## src/rtl/pwm_pkg.sv

```systemverilog
// Shared types and defaults for the PWM dead-time stage.
package pwm_pkg;

    localparam int PWM_DT_W_DEFAULT = 8;

    typedef enum logic [2:0] {
        ST_IDLE  = 3'd0,
        ST_DT_HS = 3'd1,
        ST_HS_ON = 3'd2,
        ST_DT_LS = 3'd3,
        ST_LS_ON = 3'd4,
        ST_FAULT = 3'd5
    } pwm_dt_state_e;

endpackage

```

## src/rtl/pwm_in_filter.sv

```systemverilog
// Input register for the PWM stream; with PWM_DT_GLITCH_FILTER_EN defined, a
// 2-sample agreement filter that rejects single-cycle glitches.
module pwm_in_filter
    import pwm_pkg::*;
(
    input  logic clk,
    input  logic rst_n,
    input  logic i_pwm_in,
    output logic o_pwm_q
);

    logic r_pwm_q;

`ifdef PWM_DT_GLITCH_FILTER_EN
    logic r_pwm_s1;

    // A new level is accepted only when two consecutive samples agree.
    always_ff @(posedge clk or negedge rst_n) begin
        if (!rst_n) begin
            r_pwm_s1 <= 1'b0;
            r_pwm_q  <= 1'b0;
        end else begin
            r_pwm_s1 <= i_pwm_in;
            if (i_pwm_in == r_pwm_s1)
                r_pwm_q <= i_pwm_in;
        end
    end
`else
    always_ff @(posedge clk or negedge rst_n) begin
        if (!rst_n)
            r_pwm_q <= 1'b0;
        else
            r_pwm_q <= i_pwm_in;
    end
`endif

    assign o_pwm_q = r_pwm_q;

endmodule

```

## src/rtl/pwm_deadtime_gen.sv

```systemverilog
// Complementary high/low gate drive with programmable dead time and fault latch.
// Optional input glitch filter: define PWM_DT_GLITCH_FILTER_EN.
module pwm_deadtime_gen
    import pwm_pkg::*;
#(
    parameter int DT_W = PWM_DT_W_DEFAULT
) (
    input  logic            clk,
    input  logic            rst_n,
    input  logic            i_en,
    input  logic            i_pwm_in,
    input  logic [DT_W-1:0] i_dt_data_in,
    input  logic            i_dt_update,
    input  logic            i_fault_in,
    input  logic            i_fault_clr,
    output logic            o_hs_out,
    output logic            o_ls_out,
    output logic            o_fault_latched
);

    logic            w_pwm_q;
    pwm_dt_state_e   r_state;
    pwm_dt_state_e   w_state_nxt;
    logic [DT_W-1:0] r_dt_shadow;
    logic [DT_W-1:0] r_dt_active;
    logic [DT_W-1:0] r_cnt;
    logic [DT_W-1:0] w_cnt_nxt;
    logic            w_load_active;
    logic            w_enter_hs;
    logic            w_enter_ls;
    logic            w_dt_expired;

    pwm_in_filter u_in_filter (
        .clk      (clk),
        .rst_n    (rst_n),
        .i_pwm_in (i_pwm_in),
        .o_pwm_q  (w_pwm_q)
    );

    always_ff @(posedge clk or negedge rst_n) begin
        if (!rst_n)
            r_dt_shadow <= '0;
        else if (i_dt_update)
            r_dt_shadow <= i_dt_data_in;
    end

    // Zero active value can only mean a bypassed phase; treat it as expired.
    assign w_dt_expired = (r_cnt == '0) || (r_dt_active == '0);

    always_comb begin
        w_state_nxt   = r_state;
        w_cnt_nxt     = r_cnt;
        w_load_active = 1'b0;
        w_enter_hs    = 1'b0;
        w_enter_ls    = 1'b0;

        if (i_fault_in) begin
            w_state_nxt = ST_FAULT;
        end else if (r_state == ST_FAULT) begin
            if (i_fault_clr)
                w_state_nxt = ST_IDLE;
        end else if (!i_en) begin
            w_state_nxt = ST_IDLE;
        end else begin
            case (r_state)
                ST_IDLE: begin
                    w_enter_hs = w_pwm_q;
                    w_enter_ls = !w_pwm_q;
                end
                ST_HS_ON: w_enter_ls = !w_pwm_q;
                ST_LS_ON: w_enter_hs = w_pwm_q;
                ST_DT_HS, ST_DT_LS: begin
                    if (w_dt_expired)
                        w_state_nxt = w_pwm_q ? ST_HS_ON : ST_LS_ON;
                    else
                        w_cnt_nxt = r_cnt - DT_W'(1);
                end
                default: w_state_nxt = ST_IDLE;
            endcase

            // Dead phase entry samples the shadow; zero bypasses straight to ON.
            if (w_enter_hs || w_enter_ls) begin
                if (r_dt_shadow == '0) begin
                    w_state_nxt = w_enter_hs ? ST_HS_ON : ST_LS_ON;
                end else begin
                    w_state_nxt   = w_enter_hs ? ST_DT_HS : ST_DT_LS;
                    w_cnt_nxt     = r_dt_shadow - DT_W'(1);
                    w_load_active = 1'b1;
                end
            end
        end
    end

    always_ff @(posedge clk or negedge rst_n) begin
        if (!rst_n) begin
            r_state     <= ST_IDLE;
            r_cnt       <= '0;
            r_dt_active <= '0;
        end else begin
            r_state <= w_state_nxt;
            r_cnt   <= w_cnt_nxt;
            if (w_load_active)
                r_dt_active <= r_dt_shadow;
        end
    end

    assign o_hs_out        = (r_state == ST_HS_ON);
    assign o_ls_out        = (r_state == ST_LS_ON);
    assign o_fault_latched = (r_state == ST_FAULT);

endmodule

```

## config.mk

```make
export PLATFORM = sky130hd
export DESIGN_NAME = pwm_deadtime_gen
export DESIGN_NICKNAME = d
export VERILOG_FILES = /design/src/rtl/pwm_pkg.sv /design/src/rtl/pwm_in_filter.sv /design/src/rtl/pwm_deadtime_gen.sv
export SDC_FILE = /design/constraint.sdc
export NUM_CORES = 1
export LEC_CHECK = 0
export ABC_AREA = 0
export BUFFER_PORTS_ARGS = -buffer_cell sky130_fd_sc_hd__buf_2
export CORE_MARGIN = 2
export CORE_UTILIZATION = 30
export DETAILED_ROUTE_END_ITERATION = 7
export PLACE_DENSITY = 0.58
export SLEW_MARGIN = 25
export SYNTH_ARGS = -nofsm -noshare
export SYNTH_HDL_FRONTEND = slang
export SYNTH_SLANG_ARGS = --single-unit
```

## constraint.sdc

```tcl
create_clock -name clk -period 5.65 [get_ports clk]
set_input_delay 0.2825 -clock clk [delete_from_list [all_inputs] [get_ports clk]]
set_output_delay 0.2825 -clock clk [all_outputs]
set_load 0.01 [all_outputs]
```

# Yosys cells after proc, flatten, opt, wreduce, memory -nomap -nowiden

Index checks and enable logic that the tools add are counted.

Output and inout port bits: 3
Register bits: 28
Logic and storage cells: 58

Bitwise logic cells: 2
Reduce and logical (&&, ||, !) cells: 13
Muxes and demuxes: 28
$add $sub $neg: 2
Eq/ne operators: 8

Operator list:

| cell                                              | count |
|---|---|
| 2-to-1 mux 8 bit                                  | 4 |
| 2-to-1 mux 3 bit                                  | 9 |
| logical NOT 8 bit                                 | 3 |
| subtractor 8 x 1 -> 8 bit (second input constant) | 2 |
| 2-to-1 mux 1 bit                                  | 13 |
| == test 3 x 2 -> 1 bit (second input constant)    | 2 |
| == test 3 bit (second input constant)             | 2 |
| != test 6 bit (second input constant)             | 1 |
| case mux 3 bit (2 select lines)                   | 1 |
| AND reduction 3 bit                               | 2 |
| OR reduction 2 bit                                | 3 |
| != test 5 x 2 -> 1 bit (second input constant)    | 1 |
| == test 3 x 1 -> 1 bit (second input constant)    | 1 |
| logical NOT 3 bit                                 | 1 |
| != test 3 bit (second input constant)             | 1 |
| OR reduction 3 bit                                | 1 |
| logical OR 1 bit                                  | 2 |
| 2-to-1 mux 2 bit                                  | 1 |
| inverter 1 bit                                    | 2 |
| logical NOT 1 bit                                 | 1 |

# Logic depth before layout (Yosys ltp)

Depth after elaboration: 12
Gate-level depth with buffers: 8
Mapped depth without buffers: 8

# Modules after synthesis

From an unflattened synthesis, not the netlist that was laid out.

Cells, all modules: 159
Area, all modules: 1589.0 um^2

Modules (own cells, without submodules):

| module           | seq. area each (um^2) | cells an instance | area an instance (um^2) | instances |
|---|---|---|---|---|
| pwm_deadtime_gen | 675.6                 | 158               | 1564.0                  | 1 |
| pwm_in_filter    | 25.0                  | 1                 | 25.0                    | 1 |

# Worst setup path before layout

Ideal clock, no wire load.

Path type: reg2reg
Start point: register r_dt_shadow[3]
End point: register r_dt_active[3]
Setup slack: 3803 ps
Buffers on the path: 1
Clock period less this slack: 1847 ps
Data required time: 5525 ps
Arrival time: 1723 ps
Stages on the path, launching flop included: 6
Path through: dfrtp_1 > nor4_1 > and3_1 > or3_1 > buf_2 > mux2_2

Word-level cells in the longest chain between the ends: 6

RTL lines:

| what                   | RTL line                | text |
|---|---|---|
| from (decl)            | pwm_deadtime_gen.sv:24  | `logic [DT_W-1:0] r_dt_shadow;` |
| from (signal assigned) | pwm_deadtime_gen.sv:44  | `r_dt_shadow <= i_dt_data_in;` |
| logical NOT 8 bit      | pwm_deadtime_gen.sv:83  | `if (r_dt_shadow == '0) begin` |
| 2-to-1 mux 1 bit       | pwm_deadtime_gen.sv:83  |  |
| 2-to-1 mux 1 bit       | pwm_deadtime_gen.sv:82  | `if (w_enter_hs \|\| w_enter_ls) begin` |
| 2-to-1 mux 1 bit       | pwm_deadtime_gen.sv:62  | `end else if (!i_en) begin` |
| 2-to-1 mux 1 bit       | pwm_deadtime_gen.sv:59  | `end else if (r_state == ST_FAULT) begin` |
| 2-to-1 mux 1 bit       | pwm_deadtime_gen.sv:57  | `if (i_fault_in) begin` |
| to (signal assigned)   | pwm_deadtime_gen.sv:103 | `r_dt_active <= r_dt_shadow;` |
| to (decl)              | pwm_deadtime_gen.sv:25  | `logic [DT_W-1:0] r_dt_active;` |

Parallel ways exist; a longest one is shown, timed or not.
A chain may end at the register's enable or synchronous reset.

# Final worst setup path

Ends and elaborated chain as after synthesis.

==> results.md <==
- Status: complete, no violations
- Final Worst Setup Slack: between 3000 and 4000 ps
- Dpl hpwl: between 2 and 2.5 mm
- Final hold vios: 0
- Core area: approximately 0.005 mm²
- Final hold slack: 11.14 ps
- Combinational cell fraction of total power: 27.1%
- Die ar.: 0.005904 mm²
- DRT iter0 DRCs: 111
- Compound-Gate Fraction of Synth Area: between 10% and 20%
- CP startpoint kind: flip-flop
- Worst vdd ir: approximately 0.00018 V
- Vias in the first global route: 1212
- Via count: between 1000 and 1500
- Setup Crit Path Kind: reg2reg
- Cell count after synthesis: roughly 160
- H-tree levels: 1
- Post-Route WL: 3.378 mm
- Reg2reg end: r_dt_active[3]
- Mean Syn Cell Area: slightly below 10 µm²
- Flops & latches, synth: 28
- Net Count, Synth: 183
- Layout Nets: 201
- Initial antenna violation count: 0
- Post-synthesis mux area share: about a tenth
- Adder-Cell Fraction of Synth Area: approximately 3.1%
- R2R setup slack: roughly 3600 ps
- DRC viols: 0
- CP Max Fanout: 12
- P_sw: 0.0002055 W
- Post-DRT Antenna Nets: 0
- Worst Tran Pin Value: 632.6 ps
- Post-place setup slack: between 3000 and 4000 ps
- Area Overhead vs Synth: 14.31%
- Clock share of power: between 20 and 25%
- RSZ-0062 raised after global routing: no
- CTS root buf: clkbuf_8
- Post-synth EDFFs: 0
- Tcrit/Tclk final: roughly 37%
- Distinct cells, synth: 40
- Clk_lat worst skew: about 280 ps
- Top_reg_cell synth: dfrtp_1
- Total GRT Usage: roughly 12%
- I/O Pins: 18
- Clk sinks: 28
- Largest net degree at the start of global routing: 29
- Clock skew: around 9.7 ps
- GP Congestion: slightly below 0.8
- Sw Share: 31.77%
- Post-synthesis sequential area ratio: between 40 and 50%
- # diodes: 0
- Commonest non-fill, non-tap cell in the layout: dfrtp_1
- Setup violations, final: 0
- Max-slew violations: 0
- Die span in x: just under 80 µm
- HP Class: in2async
- Starting density of the core: 31.16%
- Port Buffers: 17
- Most frequent cells in the layout: dfrtp_1, buf_2, nor2_1, mux2_2, o21ai_0
- Worst EP required: just under 6000 ps
- Share of cells above drive strength 1: a little under a quarter
- Inserted Clock Buffers: 3
- Pre-antenna DRT Iters: 4
- Total gr overflow: 0
- Slew headroom: between 50% and 60%
- Max Freq: 479.1 MHz
- Post-CTS setup buffer count: 0
- Hold buffers post-CTS: 0
- Synth async-reset ratio: between 90% and 100%
- Cell Area, Synth: between 0.0015 and 0.002 mm²
- WL per Instance: about 13 µm
- XOR/XNOR Fraction of Synth Area: under 10%
- Setup TNS Final: 0 ps
- Pwr/cell area: roughly 360 mW/mm²
- MaxCap Viol Count: 0
- Max clock buf depth: 2
- Simple-gate share of the synthesized area: 20.36%
- Main combinational cell family by area after synthesis: simple AND/OR/NAND/NOR gates
- R2R depth: 4
- CP arrival: 2250 ps
- Final Critical Period: around 2100 ps
- Launching point of the worst reg2reg path: r_dt_shadow[3]
- Cell-internal power: roughly 0.00044 W
- Die Y: 76.84 µm
- First-pass GRT wire length: around 5.8 mm
- # fillers: between 500 and 600
- PostCTS Resize Cnt: 0
- Row count: 26
- Reg clk slew, reported paths: roughly 100 ps
- Yosys warning total: 0
- CTS tree: built
- Lkg Pwr: approximately 0.76 nW
- Vias/cell: 5.020
- Register share of total power: 48.2%
- Worst setup EP type: flip-flop
[cell families (layout without fill, tap and decap cells)]
| group | count (synthesis) | in the layout |
|---|---|---|
| buffers and inverters | 14 | 31 |
| AND/OR/NAND/NOR | 59 | 59 |
| adder cells (fa/ha/maj) | 4 | 4 |
| AO/OA/AOI/OAI | 40 | 40 |
| multiplexers | 14 | 14 |
| XOR/XNOR | 5 | 5 |
| flip-flops | 28 | 28 |
[flip-flops by register name, summed over array words and instances, names as in the netlist]
signal,cells
u_in_filter.o_pwm_q,1
r_dt_active,8
r_dt_shadow,8
r_cnt,8
r_state,3
[critical path, cell delays in order, from the launching register on]
cell and delay [ps]:
dfrtp_1 450, nor4_1 460, and3_1 300, or3_1 390, mux2_2 380
[layout make-up]
class | instances | area (µm²) | area share (%)
multi-input cells | 122 | 837.1 | 46.01
clock buffers | 3 | 41.29 | 2.270
well taps | 70 | 87.58 | 4.814
inverters | 10 | 37.54 | 2.063
clock inverters | 1 | 30.03 | 1.651
flip-flops and latches | 28 | 700.7 | 38.51
repair buffers | 17 | 85.08 | 4.677
[power by group through the flow]
stage	clock network (W)	registers, W	logic [W]
final	0.000160	0.000312	0.000175
after global routing	0.000174	0.000322	0.000198
after CTS	0.000165	0.000311	0.000177
after floorplan	0	0.000298	0.000139
after detailed placement	0	0.000315	0.000174
after global placement	0	0.000315	0.000174
[synthesized netlist by cell type (3+ instances only)]
cell type	count	area, µm²
o22ai_1	3	18.77
dfrtp_1	28	700.7
a2bb2oi_1	3	26.28
nor2b_1	3	18.77
mux2_2	12	135.1
or2_2	3	18.77
a21oi_1	7	35.03
nand2_1	10	37.54
o21ai_0	12	60.06
inv_1	9	33.78
nor3b_1	3	22.52
nor4_1	3	18.77
ha_1	4	50.05
xnor2_1	4	35.03
o22a_1	3	26.28
nand3_1	3	15.01
clkbuf_1	3	11.26
nor3_1	7	35.03
nand2b_1	6	37.54
nor2_1	12	45.04
[metrics by stage]
step                cell area (µm²)  power [W]  utilization [%]  cells
finish                         1819  0.0006469            35.62    251
global route                   1819  0.0006942            35.62    251
CTS                            1819  0.0006527            35.62    251
detailed placement             1748  0.0004897            34.22    247
global placement               1748  0.0004899            34.22    247
floorplan                      1592  0.0004370                -    164
[per-layer routing]
layer	part of all wire, %	vias to the layer above	track usage, %
met5	0	-	0
met4	0.44	0	2.182
met3	4.1	2	2.824
met2	47	22	19.56
met1	49	606	16.94
li1	-	630	-
[how the worst max path moves through the flow]
stage / start / to / slack [ps]
after detailed placement: r_dt_shadow[3] / r_dt_active[3] / 3580
final: r_dt_shadow[3] / r_dt_active[3] / 3560
after global routing: r_dt_shadow[3] / r_dt_active[2] / 3260
after global placement: r_dt_shadow[3] / r_dt_active[6] / 3630
after floorplan: r_dt_shadow[3] / r_dt_active[3] / 3800
after CTS: r_dt_shadow[3] / r_dt_active[3] / 3550
(Power assumes the default switching activity.)
